File: config.mk
export PLATFORM = sky130hd
export DESIGN_NAME = immediate_insert
export DESIGN_NICKNAME = d
export VERILOG_FILES = /design/src/rtl/immediate_insert.sv
export SDC_FILE = /design/constraint.sdc
export NUM_CORES = 1
export LEC_CHECK = 0
export ABC_CLOCK_PERIOD_IN_PS = 4100
export BUFFER_PORTS_ARGS = -buffer_cell sky130_fd_sc_hd__buf_2
export CAP_MARGIN = 20
export CORE_ASPECT_RATIO = 1.4
export CORE_MARGIN = 10
export CORE_UTILIZATION = 60
export CTS_BUF_LIST = sky130_fd_sc_hd__clkbuf_8
export CTS_CLUSTER_SIZE = 8
export DETAILED_ROUTE_END_ITERATION = 16
export PLACE_DENSITY = 0.86
export SLEW_MARGIN = 10
export SYNTH_ARGS = -nofsm -noshare
export SYNTH_HDL_FRONTEND = slang
export SYNTH_SLANG_ARGS = --single-unit
File: constraint.sdc
create_clock -name clk -period 4.1 [get_ports clk]
set_clock_uncertainty 0.05 [all_clocks]
set_input_delay 0.41 -clock clk [delete_from_list [all_inputs] [get_ports clk]]
set_output_delay 0.41 -clock clk [all_outputs]
set_load 0.005 [all_outputs]
File: src/rtl/immediate_insert.sv
// -----------------------------------------------------------------------------
// immediate_insert
//
// Inserts an immediate value into the immediate fields of a 32-bit RISC-V style
// instruction word. Every bit that does not belong to the selected immediate
// field is copied from the base word. The result is flagged when the immediate
// cannot be represented in that field.
//
// Pipeline: S1 registers the request and S2 registers the encoded result. An
// accepted request reaches out_valid two cycles later when nothing stalls.
// Both stages use valid/ready handshakes, so a stalled consumer backs up into
// S1 and then into in_ready without dropping or duplicating a request.
//
// Ports
//   clk        sole clock, rising edge
//   reset      synchronous active-high reset
//   in_valid   request presented
//   in_ready   block can accept a request this cycle
//   base       instruction word that supplies the non-immediate bits
//   imm        immediate value to encode
//   select     [2:0] format: 000 U, 001 J, 010 I, 011 B, 100 S, 101 shamt
//              [3]   unsigned flag (ignored for shamt)
//   out_valid  inst/error hold a result
//   out_ready  consumer accepts the result
//   inst       encoded instruction
//   error      immediate not representable, or reserved format 110/111
//   err_count  saturating count of results delivered with error set
// -----------------------------------------------------------------------------
module immediate_insert #(
  parameter int ERR_CNT_W = 8
) (
  input  logic                 clk,
  input  logic                 reset,
  input  logic                 in_valid,
  output logic                 in_ready,
  input  logic [31:0]          base,
  input  logic [31:0]          imm,
  input  logic [3:0]           select,
  output logic                 out_valid,
  input  logic                 out_ready,
  output logic [31:0]          inst,
  output logic                 error,
  output logic [ERR_CNT_W-1:0] err_count
);

  // Immediate formats. The two reserved codes are named so that the case
  // statement covers the full 3-bit space explicitly.
  typedef enum logic [2:0] {
    FMT_U     = 3'b000,
    FMT_J     = 3'b001,
    FMT_I     = 3'b010,
    FMT_B     = 3'b011,
    FMT_S     = 3'b100,
    FMT_SHAMT = 3'b101,
    FMT_RSV6  = 3'b110,
    FMT_RSV7  = 3'b111
  } fmt_e;

  // ---------------------------------------------------------------------------
  // Handshake control
  // ---------------------------------------------------------------------------
  logic        s1_valid;
  logic [31:0] s1_base;
  logic [31:0] s1_imm;
  logic [3:0]  s1_sel;

  logic s2_load;     // S2 takes a new value (possibly a bubble) this cycle
  logic s1_advance;  // S1 contents move into S2 this cycle
  logic in_fire;     // input transfer
  logic out_fire;    // output transfer

  assign out_fire   = out_valid && out_ready;
  assign s2_load    = !out_valid || out_ready;
  assign s1_advance = s1_valid && s2_load;
  assign in_ready   = !s1_valid || s1_advance;
  assign in_fire    = in_valid && in_ready;

  // ---------------------------------------------------------------------------
  // Stage 1: request capture
  // ---------------------------------------------------------------------------
  always_ff @(posedge clk) begin
    // NOTE: sequential state is always written with non-blocking assignments so
    // every register samples the values from before the edge.
    if (reset) begin
      s1_valid <= 1'b0;
    end else if (in_fire) begin
      s1_valid <= 1'b1;
    end else if (s1_advance) begin
      s1_valid <= 1'b0;
    end
  end

  // NOTE: the payload registers are not reset; s1_valid alone says whether
  // they hold anything, so clearing them on reset would only add reset fanout.
  always_ff @(posedge clk) begin
    if (in_fire) begin
      s1_base <= base;
      s1_imm  <= imm;
      s1_sel  <= select;
    end
  end

  // ---------------------------------------------------------------------------
  // Encoder: combinational from the S1 registers
  // ---------------------------------------------------------------------------
  fmt_e        fmt;
  logic        uns;
  logic        fits_s12;  // imm is a 12-bit two's-complement value
  logic        fits_u12;  // imm is a 12-bit unsigned value
  logic        fits12;    // range rule shared by the I and S formats
  logic [31:0] enc_inst;
  logic        enc_err;

  assign fmt      = fmt_e'(s1_sel[2:0]);
  assign uns      = s1_sel[3];
  assign fits_s12 = (&s1_imm[31:11]) || !(|s1_imm[31:11]);
  assign fits_u12 = !(|s1_imm[31:12]);
  assign fits12   = uns ? fits_u12 : fits_s12;

  always_comb begin
    // NOTE: defaults come first so every path assigns both outputs and no
    // latch is inferred; each format then overwrites only its own fields.
    enc_inst = s1_base;
    enc_err  = 1'b0;
    case (fmt)
      FMT_U: begin
        enc_inst[31:12] = s1_imm[31:12];
        enc_err         = |s1_imm[11:0];
      end
      FMT_J: begin
        if (uns) begin
          enc_inst[31:12] = s1_imm[20:1];
        end else begin
          enc_inst[31]    = s1_imm[20];
          enc_inst[30:21] = s1_imm[10:1];
          enc_inst[20]    = s1_imm[11];
          enc_inst[19:12] = s1_imm[19:12];
        end
        // Jump targets are even and limited to 21 bits.
        enc_err = s1_imm[0] || (|s1_imm[31:21]);
      end
      FMT_I: begin
        enc_inst[31:20] = s1_imm[11:0];
        enc_err         = !fits12;
      end
      FMT_B: begin
        if (uns) begin
          enc_inst[31:25] = s1_imm[12:6];
          enc_inst[11:7]  = s1_imm[5:1];
        end else begin
          enc_inst[31]    = s1_imm[12];
          enc_inst[30:25] = s1_imm[10:5];
          enc_inst[11:8]  = s1_imm[4:1];
          enc_inst[7]     = s1_imm[11];
        end
        // Branch offsets are even and limited to 13 bits.
        enc_err = s1_imm[0] || (|s1_imm[31:13]);
      end
      FMT_S: begin
        enc_inst[31:25] = s1_imm[11:5];
        enc_inst[11:7]  = s1_imm[4:0];
        enc_err         = !fits12;
      end
      FMT_SHAMT: begin
        enc_inst[29:25] = s1_imm[4:0];
        enc_err         = |s1_imm[31:5];
      end
      FMT_RSV6, FMT_RSV7: begin
        enc_err = 1'b1;  // base passes through unchanged
      end
      default: begin
        enc_err = 1'b1;
      end
    endcase
  end

  // ---------------------------------------------------------------------------
  // Stage 2: result register. It is only written when it is empty or draining,
  // so inst/error stay frozen while the consumer stalls.
  // ---------------------------------------------------------------------------
  always_ff @(posedge clk) begin
    if (reset) begin
      out_valid <= 1'b0;
      inst      <= '0;
      error     <= 1'b0;
    end else if (s2_load) begin
      out_valid <= s1_valid;
      if (s1_valid) begin
        inst  <= enc_inst;
        error <= enc_err;
      end
    end
  end

  // ---------------------------------------------------------------------------
  // Error counter: counts delivered results with error set, sticks at all-ones.
  // ---------------------------------------------------------------------------
  always_ff @(posedge clk) begin
    if (reset) begin
      err_count <= '0;
    end else if (out_fire && error && !(&err_count)) begin
      err_count <= err_count + 1'b1;
    end
  end

endmodule

==> metrics.csv <==
stage,metric,value,unit
run_status,status,"complete, no violations",
floorplan,fp-row-count,38,
synth,syn_area,4870,sq um
synth,ys_seq_elements,111,
floorplan,fp.dieW,96.1,microns
clock_tree,insertion_delay,0.38,ns
route,viasPerCell,6.09,
synth,synth_compound_area_frac,0.160,
sta,setup_tns,0,ns
synth,ys.flop_type,edfxtp_1,
hold_path,min_from,imm[30],
clock_tree,cts_resized,0,
synth,synthDominantCellAreaShare,0.420,
sta,layout_setup_ws,1.56,ns
layout,ff_latch_area,2900,sq um
clock_tree,hold_buffers,0,
synth,syn-num-nets,522,
route,dr.first_iter.drc_count,563,
floorplan,core,7850,sq um
grt,grt_max_degree,45,
floorplan,die_area,12200,sq um
sta,hold_slack,0.145,ns
power,p_comb_frac,0.105,
placement,gp_congestion,0.956,
power,p_sw_frac,0.247,
layout,drive_gt1_frac,0.267,
synth,synth_xor_area_frac,0.0126,
clock_tree,cts_made_buffers,9,
synth,yosysTopAreaCell,edfxtp_1,
clock_tree,clock-root-buffer,clkbuf_8,
sta,drv_slew,0,
sta,period_share,0.619,
synth,muxShareOfSynthArea,0.0334,
synth,syn_avg_cell_area,10.8,sq um
layout,stdcell_count,654,
synth,synthAdderAreaFrac,0.00257,
grt,track_usage,0.214,
sta,final-setup-viol-count,0,
route,drc,0,
sta,relSlewSlack,0.305,
sta,rsz0062_at_grt,no,
synth,syn_inst,449,
route,drt_pass1_iterations,5,
clock_tree,cts.sinks,111,
synth,synth-simple-area-share,0.162,
job,maxCapViolCount,0,
grt,antenna_found_initial,0,
sta,tightest_slew,1.04,ns
sta,timing.fmax,394,MHz
route,ant_nets,0,
clock_tree,clockBufferDepth,2,
power,p_switching,0.000539,W
layout,final_util,0.722,
power,vdd_ir_drop_max,257,uV
layout,syn2layout_area_growth,16.4,%
layout,final_common_cell,buf_2,
route,routed_wl,13000,microns
placement,io_buffers,114,
layout,diodes,0,
setup_path,worstPathArrival,2.80,ns
synth,synth_edf_count,68,
layout,final_cell_mix,"114 x buf_2, 68 x edfxtp_1, 51 x nand2_1",
clock_tree,clkTransAtPathRegs,0.10,ns
route,via_count,3982,
setup_path,critPathRequiredTime,4.36,ns
synth,ys_types,56,
sta,hold_violations,0,
grt,grt_pass1_vias,4082,
power,leakagePower,2.23,nW
setup_path,worst_r2r_startpoint,s1_sel[2],
setup_path,r2r_slack,1.56,ns
setup_path,crit_type,flip-flop to flip-flop,
layout,multi_input_area,1810,sq um
synth,synth_top_family_by_area,simple AND/OR/NAND/NOR gates,
layout,nets,622,
floorplan,num_io_pins,115,
floorplan,die_y,127,microns
floorplan,start_util,0.620,
clock_tree,cts_tree,built,
placement,dpl_worst_slack,1.66,ns
grt,grt.overflow.total,0,
clock_tree,h-tree-depth,3,
power,p_clk_frac,0.295,
synth,yosysSeqAreaShare,0.597,
power,intPower,0.00165,W
setup_path,cp_max_fo,35,
power,p_per_area,386,nW/um^2
setup_path,crit_start,s1_sel[2],
setup_path,cp-start-kind,flip-flop,
sta,period_needed,2.54,ns
synth,ys_warn_count,0,
grt,grt_pass1_wl,20500,microns
placement,post-place-cells,638,
synth,synthTopCellsByArea,"edfxtp_1 42%, dfxtp_1 18%, nand2_1 3.9%",
clock_tree,cts_setup_buffers,0,
power,seq_power_share,0.599,
placement,hpwlAfterDp,9490,microns
synth,async_reset_ff_frac,0,
setup_path,end_kind,flip-flop,
hold_path,hold_class,input port to flip-flop,
route,wl_per_cell,19.9,microns
layout,nFillCells,586,
layer usage:
layer  GRT usage  part of all wire  wire, microns
met1       0.253              0.38           5000
met2       0.352              0.50           6460
met3      0.0472             0.078           1020
met4       0.107             0.040            525
met5           0                 0              0
synthesized netlist by cell type, types with 3 or more instances:
cell type,count
a211oi_1,9
a21oi_1,36
a22oi_1,4
a311oi_1,11
a31oi_1,3
and2_1,3
buf_1,4
buf_2,10
buf_4,3
clkbuf_1,13
dfxtp_1,43
edfxtp_1,68
inv_1,5
mux2i_1,14
nand2_1,51
nand2b_1,5
nand3_1,10
nand4_1,10
nor2_1,49
nor2b_1,9
nor3b_1,3
nor4_1,4
o211ai_1,11
o21ai_0,14
o221ai_1,4
o311ai_0,4
or2_2,3
or4_1,4
xor2_1,5
worst max-delay path, cell delays in order (launching register included):
cell	delay, ns
edfxtp_1	1.03
inv_1	0.45
a22oi_1	0.32
o221ai_1	0.16
a221o_1	0.31
a21oi_1	0.14
cell families after synthesis:
logic type / count (synthesis)
DFF: 111
AOI/OAI and AO/OA: 114
xor gates and xnor gates: 7
adders and majority gates: 1
and+or+nand+nor: 164
muxes: 15
buffers and inverters: 37
final cells by class:
class	instances	share of cell area
Multi-Input combinational cell	301	0.319
Sequential cell	111	0.512
Clock inverter	6	0.0104
Inverter	7	0.00464
Clock buffer	10	0.0243
Timing Repair Buffer	119	0.107
Tap cell	100	0.0221
registers in the layout, summed over array words and instances (netlist names):
| register | count |
|---|---|
| error | 1 |
| inst | 32 |
| out_valid | 1 |
| s1_imm | 32 |
| err_count | 8 |
| s1_sel | 4 |
| s1_valid | 1 |
| s1_base | 32 |
worst paths after layout:
path | endpoint | depth (start not counted)
setup / recovery | inst[29] | 5
hold / removal | s1_imm[30] | 1
setup reg to reg | inst[29] | 5
hold reg to reg | inst[8] | 2
power by group through the flow:
stage          logic (W)  clock network [W]  registers (W)
4_1_cts         0.000230           0.000656        0.00131
6_report        0.000230           0.000645        0.00131
3_5_place_dp    0.000228                  0        0.00133
2_1_floorplan   0.000147                  0        0.00131
3_3_place_gp    0.000220                  0        0.00133
5_1_grt         0.000255           0.000700        0.00132
per-stage QoR:
| step | area (sq um) | total power (W) |
|---|---|---|
| 2_1_floorplan | 4870 | 0.00145 |
| 3_3_place_gp | 5470 | 0.00155 |
| 3_5_place_dp | 5470 | 0.00156 |
| 4_1_cts | 5660 | 0.00219 |
| 5_1_grt | 5670 | 0.00227 |
| 6_report | 5670 | 0.00218 |
Note: power is estimated with default switching activity, not from simulation.
